$ cat src/rtl/rsa_job_dispatcher_if.sv
// Bundle of job-input, result-output and exponentiator-link signals for rsa_job_dispatcher.
// The slave view belongs to the dispatcher; the master view is the surrounding environment.
interface rsa_job_dispatcher_if #(
  parameter int BITS  = 4,
  parameter int TAG_W = 4
);
  logic             in_valid;
  logic             in_ready;
  logic [BITS-1:0]  in_x;
  logic [BITS-1:0]  in_e;
  logic [BITS-1:0]  in_m;
  logic             out_valid;
  logic             out_ready;
  logic [BITS-1:0]  out_z;
  logic [TAG_W-1:0] out_tag;
  logic [1:0]       out_err;
  logic [BITS-1:0]  exp_x;
  logic [BITS-1:0]  exp_e;
  logic [BITS-1:0]  exp_m;
  logic             exp_go;
  logic             exp_done;
  logic [BITS-1:0]  exp_z;
  logic             busy;

  modport slave (
    input  in_valid, in_x, in_e, in_m, out_ready, exp_done, exp_z,
    output in_ready, out_valid, out_z, out_tag, out_err,
           exp_x, exp_e, exp_m, exp_go, busy
  );

  modport master (
    output in_valid, in_x, in_e, in_m, out_ready, exp_done, exp_z,
    input  in_ready, out_valid, out_z, out_tag, out_err,
           exp_x, exp_e, exp_m, exp_go, busy
  );
endinterface

$ cat src/rtl/rsa_job_dispatcher.sv
// Job FIFO, launch/collect FSM and timeout guard in front of a modular exponentiator.
//   state    | meaning
//   S_IDLE   | waiting for a queued job and a satisfied exp_go low gap
//   S_RUN    | exp_go held high, waiting for exp_done or timeout
//   S_RESULT | result presented on out_*, waiting for out_ready
module rsa_job_dispatcher #(
  parameter int BITS           = 4,
  parameter int FIFO_DEPTH     = 4,
  parameter int TAG_W          = 4,
  parameter int GAP_CYCLES     = 2,
  parameter int TIMEOUT_CYCLES = 4096
) (
  input logic                 clk,
  input logic                 rst_n,
  rsa_job_dispatcher_if.slave io_disp
);
  localparam int AW = $clog2(FIFO_DEPTH);
  localparam int TW = $clog2(TIMEOUT_CYCLES);
  localparam int GW = $clog2(GAP_CYCLES + 1);
  localparam int EW = 3 * BITS + TAG_W;

  typedef enum logic [1:0] {S_IDLE, S_RUN, S_RESULT} state_t;

  state_t           r_state;
  state_t           w_state_nxt;
  logic [EW-1:0]    r_mem [FIFO_DEPTH];
  logic [AW:0]      r_wr_ptr;
  logic [AW:0]      r_rd_ptr;
  logic [TAG_W-1:0] r_tag_cnt;
  logic [GW-1:0]    r_gap;
  logic [TW-1:0]    r_to;
  logic             r_exp_go;
  logic [BITS-1:0]  r_exp_x;
  logic [BITS-1:0]  r_exp_e;
  logic [BITS-1:0]  r_exp_m;
  logic [TAG_W-1:0] r_tag;
  logic [BITS-1:0]  r_z;
  logic [1:0]       r_err;

  logic             w_empty;
  logic             w_full;
  logic             w_push;
  logic             w_pop;
  logic             w_fin_ok;
  logic             w_fin_tmo;
  logic             w_to_last;
  logic [EW-1:0]    w_head;
  logic [BITS-1:0]  w_head_x;
  logic [BITS-1:0]  w_head_e;
  logic [BITS-1:0]  w_head_m;
  logic [TAG_W-1:0] w_head_tag;

  assign w_empty    = (r_wr_ptr == r_rd_ptr);
  assign w_full     = (r_wr_ptr[AW] != r_rd_ptr[AW]) &&
                      (r_wr_ptr[AW-1:0] == r_rd_ptr[AW-1:0]);
  assign w_push     = io_disp.in_valid && !w_full;
  assign w_head     = r_mem[r_rd_ptr[AW-1:0]];
  assign w_head_x   = w_head[EW-1 -: BITS];
  assign w_head_e   = w_head[EW-BITS-1 -: BITS];
  assign w_head_m   = w_head[TAG_W +: BITS];
  assign w_head_tag = w_head[TAG_W-1:0];
  assign w_to_last  = (r_to == TW'(TIMEOUT_CYCLES - 1));

  always_ff @(posedge clk or negedge rst_n) begin
    if (!rst_n) begin
      r_wr_ptr  <= '0;
      r_rd_ptr  <= '0;
      r_tag_cnt <= '0;
    end else begin
      if (w_push) begin
        r_wr_ptr  <= r_wr_ptr + 1'b1;
        r_tag_cnt <= r_tag_cnt + 1'b1;
      end
      if (w_pop) r_rd_ptr <= r_rd_ptr + 1'b1;
    end
  end

  // Storage is not reset: entries are only read behind the pointers.
  always_ff @(posedge clk) begin
    if (w_push) r_mem[r_wr_ptr[AW-1:0]] <= {io_disp.in_x, io_disp.in_e, io_disp.in_m, r_tag_cnt};
  end

  always_ff @(posedge clk or negedge rst_n) begin
    if (!rst_n) r_state <= S_IDLE;
    else        r_state <= w_state_nxt;
  end

  always_comb begin
    w_state_nxt = r_state;
    w_pop       = 1'b0;
    w_fin_ok    = 1'b0;
    w_fin_tmo   = 1'b0;
    case (r_state)
      S_IDLE: begin
        if (!w_empty && (r_gap >= GW'(GAP_CYCLES))) begin
          w_pop       = 1'b1;
          w_state_nxt = w_head_m[0] ? S_RUN : S_RESULT;
        end
      end
      S_RUN: begin
        if (io_disp.exp_done) begin
          w_fin_ok    = 1'b1;
          w_state_nxt = S_RESULT;
        end else if (w_to_last) begin
          w_fin_tmo   = 1'b1;
          w_state_nxt = S_RESULT;
        end
      end
      S_RESULT: begin
        if (io_disp.out_ready) w_state_nxt = S_IDLE;
      end
      default: w_state_nxt = S_IDLE;
    endcase
  end

  always_ff @(posedge clk or negedge rst_n) begin
    if (!rst_n) begin
      r_gap    <= '0;
      r_to     <= '0;
      r_exp_go <= 1'b0;
      r_exp_x  <= '0;
      r_exp_e  <= '0;
      r_exp_m  <= '0;
      r_tag    <= '0;
      r_z      <= '0;
      r_err    <= 2'b00;
    end else begin
      if (r_exp_go)                         r_gap <= '0;
      else if (r_gap != GW'(GAP_CYCLES))    r_gap <= r_gap + 1'b1;
      if (r_state == S_RUN)                 r_to  <= r_to + 1'b1;

      if (w_pop) begin
        r_exp_x <= w_head_x;
        r_exp_e <= w_head_e;
        r_exp_m <= w_head_m;
        r_tag   <= w_head_tag;
        if (w_head_m[0]) begin
          r_exp_go <= 1'b1;
          r_to     <= '0;
        end else begin
          r_z   <= '0;
          r_err <= 2'b10;
        end
      end

      // Done has priority over a coincident timeout.
      if (w_fin_ok) begin
        r_z      <= io_disp.exp_z;
        r_err    <= 2'b00;
        r_exp_go <= 1'b0;
      end else if (w_fin_tmo) begin
        r_z      <= '0;
        r_err    <= 2'b01;
        r_exp_go <= 1'b0;
      end
    end
  end

  assign io_disp.in_ready  = !w_full;
  assign io_disp.out_valid = (r_state == S_RESULT);
  assign io_disp.out_z     = r_z;
  assign io_disp.out_tag   = r_tag;
  assign io_disp.out_err   = r_err;
  assign io_disp.exp_x     = r_exp_x;
  assign io_disp.exp_e     = r_exp_e;
  assign io_disp.exp_m     = r_exp_m;
  assign io_disp.exp_go    = r_exp_go;
  assign io_disp.busy      = !w_empty || (r_state != S_IDLE);
endmodule

$ cat src/flat_wrapper.sv
// flat-port wrapper written by rule: the top's interface ports become plain ports
module rsa_job_dispatcher_flat 
#(
  parameter int BITS           = 4,
  parameter int FIFO_DEPTH     = 4,
  parameter int TAG_W          = 4,
  parameter int GAP_CYCLES     = 2,
  parameter int TIMEOUT_CYCLES = 4096
)
  (clk, rst_n, io_disp_in_valid, io_disp_in_x, io_disp_in_e, io_disp_in_m, io_disp_out_ready, io_disp_exp_done, io_disp_exp_z, io_disp_in_ready, io_disp_out_valid, io_disp_out_z, io_disp_out_tag, io_disp_out_err, io_disp_exp_x, io_disp_exp_e, io_disp_exp_m, io_disp_exp_go, io_disp_busy);
  rsa_job_dispatcher_if #(.BITS(BITS), .TAG_W(TAG_W)) io_disp_i ();
  input logic clk;
  input logic rst_n;
  input wire logic [$bits(io_disp_i.in_valid)-1:0] io_disp_in_valid;
  input wire logic [$bits(io_disp_i.in_x)-1:0] io_disp_in_x;
  input wire logic [$bits(io_disp_i.in_e)-1:0] io_disp_in_e;
  input wire logic [$bits(io_disp_i.in_m)-1:0] io_disp_in_m;
  input wire logic [$bits(io_disp_i.out_ready)-1:0] io_disp_out_ready;
  input wire logic [$bits(io_disp_i.exp_done)-1:0] io_disp_exp_done;
  input wire logic [$bits(io_disp_i.exp_z)-1:0] io_disp_exp_z;
  output wire logic [$bits(io_disp_i.in_ready)-1:0] io_disp_in_ready;
  output wire logic [$bits(io_disp_i.out_valid)-1:0] io_disp_out_valid;
  output wire logic [$bits(io_disp_i.out_z)-1:0] io_disp_out_z;
  output wire logic [$bits(io_disp_i.out_tag)-1:0] io_disp_out_tag;
  output wire logic [$bits(io_disp_i.out_err)-1:0] io_disp_out_err;
  output wire logic [$bits(io_disp_i.exp_x)-1:0] io_disp_exp_x;
  output wire logic [$bits(io_disp_i.exp_e)-1:0] io_disp_exp_e;
  output wire logic [$bits(io_disp_i.exp_m)-1:0] io_disp_exp_m;
  output wire logic [$bits(io_disp_i.exp_go)-1:0] io_disp_exp_go;
  output wire logic [$bits(io_disp_i.busy)-1:0] io_disp_busy;
  assign io_disp_i.in_valid = io_disp_in_valid;
  assign io_disp_i.in_x = io_disp_in_x;
  assign io_disp_i.in_e = io_disp_in_e;
  assign io_disp_i.in_m = io_disp_in_m;
  assign io_disp_i.out_ready = io_disp_out_ready;
  assign io_disp_i.exp_done = io_disp_exp_done;
  assign io_disp_i.exp_z = io_disp_exp_z;
  assign io_disp_in_ready = io_disp_i.in_ready;
  assign io_disp_out_valid = io_disp_i.out_valid;
  assign io_disp_out_z = io_disp_i.out_z;
  assign io_disp_out_tag = io_disp_i.out_tag;
  assign io_disp_out_err = io_disp_i.out_err;
  assign io_disp_exp_x = io_disp_i.exp_x;
  assign io_disp_exp_e = io_disp_i.exp_e;
  assign io_disp_exp_m = io_disp_i.exp_m;
  assign io_disp_exp_go = io_disp_i.exp_go;
  assign io_disp_busy = io_disp_i.busy;
  rsa_job_dispatcher #(.BITS(BITS), .FIFO_DEPTH(FIFO_DEPTH), .TAG_W(TAG_W), .GAP_CYCLES(GAP_CYCLES), .TIMEOUT_CYCLES(TIMEOUT_CYCLES)) u_core (.clk(clk), .rst_n(rst_n), .io_disp(io_disp_i));
endmodule
$ cat config.mk
export PLATFORM = sky130hd
export DESIGN_NAME = rsa_job_dispatcher_flat
export DESIGN_NICKNAME = d
export VERILOG_FILES = /design/src/rtl/rsa_job_dispatcher_if.sv /design/src/rtl/rsa_job_dispatcher.sv /design/src/flat_wrapper.sv
export SDC_FILE = /design/constraint.sdc
export NUM_CORES = 1
export LEC_CHECK = 0
export ABC_AREA = 1
export BUFFER_PORTS_ARGS = -buffer_cell sky130_fd_sc_hd__buf_2
export CAP_MARGIN = 20
export CORE_ASPECT_RATIO = 1.1
export CORE_MARGIN = 3
export CORE_UTILIZATION = 58
export CTS_CLUSTER_DIAMETER = 40
export DETAILED_ROUTE_END_ITERATION = 12
export MAX_ROUTING_LAYER = met4
export PLACE_DENSITY_LB_ADDON = 0.25
export SLEW_MARGIN = 0
export SYNTH_ARGS = -nofsm -noshare
export SYNTH_HDL_FRONTEND = slang
export SYNTH_SLANG_ARGS = --single-unit
$ cat constraint.sdc
create_clock -name clk -period 3.16 [get_ports clk]
set_clock_uncertainty 0.2 [all_clocks]
set_input_delay 0.158 -clock clk [delete_from_list [all_inputs] [get_ports clk]]
set_output_delay 0.158 -clock clk [all_outputs]
set_load 0.01 [all_outputs]
# Yosys cells after proc, flatten, opt, wreduce, memory -nomap -nowiden
# Memory sizes are Yosys's and may differ from the RTL's.
# Cells that the tools add are included.
word_totals:
  regBits: 49
  in_bits: 21
  memories: 1
  mem_bits_rw: 64
mem_list:
  columns: ["name", "depth", "width", "rd", "rd_clocked_by_memory_dff", "wr", "line", "source"]
  rows:
  - ["u_core.r_mem", 4, 16, 1, 0, 1, "rsa_job_dispatcher.sv:26", "logic [EW-1:0] r_mem [FIFO_DEPTH];"]
classes:
  muxes: 32
  n_eq_ne: 11
  reduce_logical: 14
  order_cmp: 1
  n_addsub: 5
op_table:
  columns: ["op", "n"]
  rows:
  - ["12-bit 2-to-1 mux", 3]
  - ["2-bit 2-to-1 mux", 11]
  - ["4-bit 2-to-1 mux", 4]
  - ["1-bit 2-to-1 mux", 13]
  - ["12-bit by 1-bit adder with 12-bit output, second input constant", 1]
  - ["12-bit equality test, second input constant", 1]
  - ["3-bit by 1-bit adder with 3-bit output, second input constant", 2]
  - ["2-bit one-hot mux with 3 select lines", 1]
  - ["3-bit nonzero test", 2]
  - ["4-bit by 1-bit adder with 4-bit output, second input constant", 1]
  - ["2-bit inequality test, second input constant", 2]
  - ["2-bit AND reduction", 2]
  - ["2-bit nonzero test", 2]
  - ["3-bit equality test", 1]
  - ["1-bit logical AND", 3]
  - ["3-bit by 1-bit inequality test with 1-bit output, second input constant", 1]
  - ["3-bit by 2-bit inequality test with 1-bit output, second input constant", 1]
  - ["3-bit AND reduction", 1]
  - ["2-bit by 1-bit adder with 2-bit output, second input constant", 1]
  - ["2-bit by 1-bit equality test with 1-bit output, second input constant", 1]
  - ["2-bit equality test", 1]
  - ["2-bit equality test, second input constant", 1]
  - ["2-bit greater-or-equal comparator, second input constant", 1]
  - ["1-bit zero test", 2]
  - ["4 further kinds", 4]

# Logic depth before layout (Yosys ltp)
# Gate-level depths: netlist of run 1.
logic_depth:
  word_depth: 8
  mapped_depth: 11
  depth_no_buf: 10

# Least setup slack after synthesis of run 1
# OpenSTA, ideal clock, no wires.
synth_path:
  path_kind: "register to register"
  from: "register u_core.r_rd_ptr[0]"
  to: "memory u_core.r_mem[0][0] (netlist name) (enable)"
  path_stages_with_launch: 8
  period_less_slack_ns: 2.287
  arrival_time_ns: 1.699
  path_buffers: 2
  required_ns: 2.571
  path_slack_ns: 0.873
  setup_ns: 0.389
  cell_sequence: "dfrtp_1 buf_6 nand2_1 nand2_2 nand4_2 nand2_2 buf_4 nor2_1"
synth_via:
  elab_chain_len: 6
synth_rtl:
  columns: ["item", "line", "source"]
  rows:
  - ["from (decl)", "rsa_job_dispatcher.sv:28", "logic [AW:0] r_rd_ptr;"]
  - ["from (signal assigned)", "rsa_job_dispatcher.sv:74", "if (w_pop) r_rd_ptr <= r_rd_ptr + 1'b1;"]
  - ["2-bit equality test", "rsa_job_dispatcher.sv:55", "(r_wr_ptr[AW-1:0] == r_rd_ptr[AW-1:0]);"]
  - ["1-bit logical AND", "rsa_job_dispatcher.sv:54", "assign w_full = (r_wr_ptr[AW] != r_rd_ptr[AW]) &&"]
  - ["1-bit zero test", null, null]
  - ["net io_disp_in_ready", "flat_wrapper.sv:21", "output wire logic [$bits(io_disp_i.in_ready)-1:0] io_disp_in_ready;"]
  - ["1-bit logical AND", "rsa_job_dispatcher.sv:56", "assign w_push = io_disp.in_valid && !w_full;"]
  - ["1-bit 2-to-1 mux", "rsa_job_dispatcher.sv:80", "if (w_push) r_mem[r_wr_ptr[AW-1:0]] <= {io_disp.in_x, io_disp.in_e, io_disp.in_m, r_tag_cnt};"]
  - ["1-bit 2-to-1 mux (not written as such)", "rsa_job_dispatcher.sv:80", null]
  - ["to (decl)", "rsa_job_dispatcher.sv:26", null]
# The timed path passes the listed nets, and every way through them passes these cells.

# Final worst setup path of run 1
layout_path:
  from: "register u_core.r_rd_ptr[0]"
  to: "register u_core.r_to[9]"
layout_via:
  elab_chain_len: 6
  elab_cells_between_ends: 8
layout_rtl:
  columns: ["item", "line", "source"]
  rows:
  - ["3-bit equality test", "rsa_job_dispatcher.sv:53", "assign w_empty = (r_wr_ptr == r_rd_ptr);"]
  - ["1-bit zero test", "rsa_job_dispatcher.sv:95", "if (!w_empty && (r_gap >= GW'(GAP_CYCLES))) begin"]
  - ["1-bit logical AND", "rsa_job_dispatcher.sv:95", null]
  - ["1-bit 2-to-1 mux", "rsa_job_dispatcher.sv:95", null]
  - ["1-bit 2-to-1 mux", "rsa_job_dispatcher.sv:93", "case (r_state)"]
  - ["12-bit 2-to-1 mux *", "rsa_job_dispatcher.sv:132", "if (w_pop) begin"]
  - ["to (signal assigned)", "rsa_job_dispatcher.sv:130", "if (r_state == S_RUN) r_to <= r_to + 1'b1;"]
  - ["to (decl)", "rsa_job_dispatcher.sv:31", "logic [TW-1:0] r_to;"]
# Every way passes the cells marked *; elsewhere a longest branch is shown, timed or not.
# A chain may end at the register's enable or synchronous reset.

==> results of run 1 <==
==> area by class of cell <==
type	instances	area, µm²
well taps	108	135
clock buffers	17	414
clock inverters	15	126
flip-flops and latches	113	3150
multi-input cells	281	1420
inverters	26	103
diodes	1	2.50
repair buffers	78	546
fillers	537	2060
==> layout by cell type (no fill, tap or decap), drive strengths merged, types with 3 or more instances in the layout <==
cell type	instances
nand2	120
edfxtp	64
nor2	58
buf	53
dfrtp	49
o21ai	36
inv	34
dlygate4sd3	25
clkbuf	17
o22ai	15
nand3	12
a21oi	9
ha	8
xnor2	5
nand4	5
xor2	4
clkinvlp	4
clkinv	3
nor3	3
==> routing by layer <==
| layer | vias to the layer above | GRT usage | part of all wire |
|---|---|---|---|
| li1 | 1627 | - | - |
| met1 | 1665 | 0.307 | 0.42 |
| met2 | 148 | 0.387 | 0.49 |
| met3 | 24 | 0.0680 | 0.065 |
| met4 | 0 | 0.109 | 0.025 |
| met5 | - | - | 0 |
==> power groups by stage <==
stage               sequential [mW]  combinational (mW)  clock [mW]
detailed placement             2.36                1.55           0
finish                         2.35                1.60        1.71
floorplan                      2.29                1.13           0
global route                   2.39                1.81        1.81
CTS                            2.34                1.59        1.73
global placement               2.35                1.49           0
==> stage by stage <==
stage	power [mW]	utilization	area, µm²	hold slack, ns	setup slack, ns
2_1_floorplan	3.42	-	4770	-0.338	0.873
3_3_place_gp	3.84	0.639	5080	0.167	0.953
3_5_place_dp	3.91	0.639	5080	0.174	0.896
4_1_cts	5.67	0.737	5860	0.194	0.885
5_1_grt	6.01	0.740	5890	0.218	0.680
6_report	5.67	0.741	5890	0.214	0.822
==> logic make-up after synthesis <==
group,share of synthesized area
xor gates and xnor gates,0.0165
adders and majority gates,0.0210
buffers and inverters,0.0417
and+or+nand+nor,0.191
DFF,0.661
AOI/OAI and AO/OA,0.0693
==> timing repair <==
item                       CTS  global route
hold endpoints to repair   112             8
setup endpoints to repair    0             0
hold buffers                24             1
==> worst min-delay path by stage <==
| stage | slack [ns] | cells past startpoint | end | startpoint |
|---|---|---|---|---|
| floorplan | -0.34 | 0 | u_core.io_disp.exp_e[0] | rst_n |
| global placement | 0.17 | 3 | u_core.io_disp.out_z[2] | io_disp_exp_z[2] |
| detailed placement | 0.17 | 3 | u_core.io_disp.out_z[1] | io_disp_exp_z[1] |
| CTS | 0.19 | 2 | u_core.r_mem[1][9] | io_disp_in_e[1] |
| global route | 0.22 | 2 | u_core.r_mem[0][9] | io_disp_in_e[1] |
| finish | 0.21 | 2 | u_core.r_mem[2][5] | io_disp_in_m[1] |
==> registers in the layout (all words and copies together), names as in the netlist, 4 cells and up <==
name	flops
u_core.r_mem	64
u_core.r_to	12
u_core.io_disp.exp_e	4
u_core.io_disp.exp_m	4
u_core.io_disp.exp_x	4
u_core.io_disp.out_tag	4
u_core.io_disp.out_z	4
u_core.r_tag_cnt	4
==> impl_metrics.env, run 1 <==
export IMPL_core_um2=7960
export IMPL_async_reset_ff_frac=0.434
export IMPL_cpMostUsedCell="nand2_1"
export IMPL_min_path_type="in -> reg"
export IMPL_ys_seq_elements=113
export IMPL_dp_hpwl_um=6670
export IMPL_yosysMostFrequentCell="nand2_1"
export IMPL_synth_nets=464
export IMPL_grt_max_degree=50
export IMPL_ios=47
export IMPL_syn_area_um2=4770
export IMPL_die_h_um=101
export IMPL_rows=34
export IMPL_power_switching_mw=2.09
export IMPL_tightest_slew_ns=0.584
export IMPL_dp_cells=580
export IMPL_drt_iter0_markers=246
export IMPL_end_kind="flip-flop"
export IMPL_drive_gt1_frac=0.211
export IMPL_synth_cell_types=34
export IMPL_endpoint="u_core.r_to[9]"
export IMPL_finalSetupViolCount=0
export IMPL_antenna_found_initial=0
export IMPL_yosys_top_cells_area="edfxtp_1, dfrtp_1, nand2_1"
export IMPL_yosysWarnings=0
export IMPL_switching_share=0.369
export IMPL_worstPathCellList="inv_4 -> nand2_1 -> nand2_2 -> nand3_2 -> nand2_1 -> nor2_2 -> buf_4 -> inv_1 -> nand2_1 -> nor2_1"
export IMPL_grt_setup_unrepaired="false"
export IMPL_synth_top_area_frac=0.403
export IMPL_clock_sinks=113
export IMPL_nets=546
export IMPL_ys_seq_area_frac=0.661
export IMPL_cp_startpoint="u_core.r_rd_ptr[0]"
export IMPL_io_buffers=46
export IMPL_insertion_delay_ns=0.50
export IMPL_power_frac_clock=0.302
export IMPL_slowest_stage="dfrtp_1"
export IMPL_synth_edf_count=64
export IMPL_grt_pass1_wl_um=17100
export IMPL_clkTransAtPathRegs_ns=0.06
export IMPL_clockBufferDepth=2
export IMPL_drc=0
export IMPL_cp_max_fo=34
export IMPL_p_per_area_nw_per_um2=962
export IMPL_ant_nets=0
export IMPL_htreeDepth=4
export IMPL_crit_buf_inv=3
export IMPL_leakage_nw=2.55
export IMPL_slowest_delay_ns=0.66
export IMPL_die_area_um2=9340
export IMPL_postCtsSetupBuffers=0
export IMPL_crit_family="simple AND/OR/NAND/NOR gates"
export IMPL_max_cap_violations=0
export IMPL_fin_cells=639
export IMPL_die_w_um=92.4
export IMPL_cts_tree="yes"
export IMPL_tns_ns=0
export IMPL_crit_arrival_ns=2.53
export IMPL_seq_power_share=0.415
export IMPL_cts_root_buffer="clkbuf_8"
export IMPL_drv_slew=0
export IMPL_worstSetupStartpointType="flip-flop"
export IMPL_clock_fmax_mhz=428
export IMPL_crit_cells=10
export IMPL_hold_viol_final=0
export IMPL_area_growth_pct=23.7
export IMPL_status="finished clean"
export IMPL_dr_pass1_iters=4
export IMPL_pwr_share_comb=0.282
export IMPL_via_per_inst=5.42
export IMPL_ir_worst_vdd_v=0.000468
export IMPL_slew_headroom=0.611
export IMPL_synth_largest_area_cell="edfxtp_1"
export IMPL_post_drt_wl_per_cell_um=16.5
export IMPL_place_gp_congestion=0.851
export IMPL_cts_resized=0
export IMPL_min_period_over_period=0.740
export IMPL_wl_um=10500
export IMPL_grt_overflow_total=0
export IMPL_cts_buffers=17
export IMPL_r2r_setup_slack_ns=0.82
export IMPL_postSynthCellCount=435
export IMPL_r2r_start="u_core.r_rd_ptr[0]"
export IMPL_grt_pass1_vias=3385
export IMPL_synth_main_ff_cell="edfxtp_1"
export IMPL_required_ns=3.35
export IMPL_vias=3464
export IMPL_start_util=0.599
export IMPL_fin_crit_ns=2.34
export IMPL_reg2reg_depth=10
export IMPL_avgSynthCellArea_um2=11.0
export IMPL_track_usage=0.248
export IMPL_ys_top_cells_by_count="nand2_1, edfxtp_1, nor2_1"
export IMPL_p_int_mw=3.58
export IMPL_r2r_end="u_core.r_to[9]"
export IMPL_critical_path_class="reg -> reg"
No activity file was read; power rests on OpenSTA's default activity.
==> run 2, diff against run 1 <==
--- a/config.mk
+++ b/config.mk
@@ -10,7 +10,7 @@
 export CAP_MARGIN = 20
 export CORE_ASPECT_RATIO = 1.1
 export CORE_MARGIN = 3
-export CORE_UTILIZATION = 58
+export CORE_UTILIZATION = 53
 export CTS_CLUSTER_DIAMETER = 40
 export DETAILED_ROUTE_END_ITERATION = 12
 export MAX_ROUTING_LAYER = met4
==> constraint.sdc (replaced) <==
create_clock -name clk -period 2.1 [get_ports clk]
set_clock_uncertainty 0.2 [all_clocks]
set_input_delay 0.105 -clock clk [delete_from_list [all_inputs] [get_ports clk]]
set_output_delay 0.105 -clock clk [all_outputs]
set_load 0.01 [all_outputs]
==> run 2 against run 1 <==
  * Flip-flop and latch count is the same
  * Non-clock buffer count grew 9
  * Critical path depth shrank 4
  * Combinational power grew 64%
  * Core utilization shrank 4.2 points
  * Global-route usage shrank 2.6 points
  * Clock-buffer cell count grew 3
  * Clock power grew 58%
  * Critical path type unchanged
==> impl_metrics.env, run 2 (same netlist as run 1, synthesis figures left out) <==
export IMPL_via_per_inst=5.13
export IMPL_vias=3327
export IMPL_worstSetupStartpointType="flip-flop"
export IMPL_grt_pass1_wl_um=16500
export IMPL_area_growth_pct=25.8
export IMPL_tightest_slew_ns=0.326
export IMPL_finalSetupViolCount=0
export IMPL_place_gp_congestion=0.843
export IMPL_start_util=0.555
export IMPL_rows=35
export IMPL_largest_reg_flops=64
export IMPL_clockBufferDepth=2
export IMPL_whs_ns=0.152
export IMPL_post_place_ws_ns=0.192
export IMPL_slowest_delay_ns=0.57
export IMPL_grt_overflow_total=0
export IMPL_final_cell_mix="nand2_1, edfxtp_1, nor2_1, dfrtp_1, buf_2"
export IMPL_max_cap_violations=0
export IMPL_utilization=0.698
export IMPL_tns_ns=0
export IMPL_clock_fmax_mhz=516
export IMPL_clock_sinks=113
export IMPL_ant_nets=0
export IMPL_cp_max_fo=6
export IMPL_die_area_um2=10200
export IMPL_min_path_type="in -> reg"
export IMPL_post_drt_wl_per_cell_um=15.7
export IMPL_drt_iter0_markers=194
export IMPL_worstPathCellList="inv_1 -> nand2_1 -> nor2_2 -> nand2_1 -> dlygate4sd3_1 -> nand2_1"
export IMPL_fin_crit_ns=1.94
export IMPL_core_um2=8580
export IMPL_cts_tree="yes"
export IMPL_drive_gt1_frac=0.219
export IMPL_htreeDepth=4
export IMPL_dpl_instance_area_um2=5160
export IMPL_track_usage=0.223
export IMPL_p_per_area_nw_per_um2=1460
export IMPL_clkTransAtPathRegs_ns=0.05
export IMPL_crit_family="buffers and inverters"
export IMPL_drv_slew=0
export IMPL_dp_hpwl_um=6550
export IMPL_postLayoutCellArea_um2=5990
export IMPL_nets=555
export IMPL_layout_commonest_cell="nand2_1"
export IMPL_grt_setup_unrepaired="false"
export IMPL_cts_buffers=17
export IMPL_insertion_delay_ns=0.51
export IMPL_ir_worst_vdd_v=0.000943
export IMPL_slowest_stage="dlygate4sd3_1"
export IMPL_cts_root_buffer="clkbuf_8"
export IMPL_ios=47
export IMPL_crit_arrival_ns=2.18
export IMPL_critical_path_class="reg -> reg"
export IMPL_diodes=0
export IMPL_grt_pass1_vias=3418
export IMPL_status="finished clean"
export IMPL_dr_pass1_iters=4
export IMPL_hold_viol_final=0
export IMPL_grt_max_degree=45
export IMPL_cpMostUsedCell="nand2_1"
export IMPL_wl_um=10200
export IMPL_crit_buf_inv=2
export IMPL_setup_ws_ns=0.164
export IMPL_end_kind="flip-flop"
export IMPL_min_period_over_period=0.922
export IMPL_io_buffers=46
export IMPL_antenna_found_initial=0
export IMPL_die_h_um=105
export IMPL_die_w_um=96.4
export IMPL_slew_headroom=0.783
export IMPL_leakage_nw=2.61
export IMPL_drc=0
export IMPL_required_ns=2.35
==> run 2: cell types whose count changed in the layout (fill, tap and decap cells not counted), sizes merged <==
cell,before,now
buf,53,61
bufinv,0,3
clkbuf,17,20
clkinv,3,5
clkinvlp,4,3
diode,1,0
dlygate4sd3,25,26
inv,34,26
==> run 2: final timing paths <==
check | to | startpoint | cells past startpoint | slack, ns
min reg2reg | u_core.r_gap[1] | u_core.io_disp.exp_go | 1 | 0.26
max | u_core.io_disp.out_z[0] | u_core.r_state[1] | 6 | 0.16
max in group asynchronous | u_core.io_disp.exp_m[3] | rst_n | 4 | 0.59
min | u_core.r_mem[2][12] | io_disp_in_x[0] | 2 | 0.15
min in group asynchronous | u_core.r_to[7] | rst_n | 4 | 0.46
max reg2reg | u_core.io_disp.out_z[0] | u_core.r_state[1] | 6 | 0.16
==> run 2: metrics by stage <==
stage	power, mW	std cells
after floorplan	5.14	435
after global placement	5.90	592
final	8.77	649
after CTS	8.84	649
after detailed placement	6.01	592
after global routing	9.33	649
==> run 2: metal layers <==
layer,GRT usage,share of wire,wire [µm],vias up
met5,-,0,0,-
met4,0.0972,0.017,174,0
met3,0.0528,0.030,301,12
met2,0.360,0.51,5230,60
met1,0.264,0.44,4450,1610
li1,-,-,-,1645
==> run 2: layout make-up <==
cell class / instances / area (µm²)
clock buffer: 20 / 425
clock inverter: 11 / 140
fill: 625 / 2590
tap: 111 / 139
inverter: 26 / 103
multi-input combinational: 281 / 1420
sequential: 113 / 3150
timing repair buffer: 87 / 616
==> run 2: what timing repair did <==
action	CTS	global route
hold buffers	26	0
setup endpoints to repair	0	5
gates resized for setup	0	2
hold endpoints to repair	113	0
buffers inserted	0	0
==> run 2: where the power goes <==
group	switching (mW)	internal, mW
sequential	0.374	3.05
clock	0.928	1.79
combinational	1.70	0.934
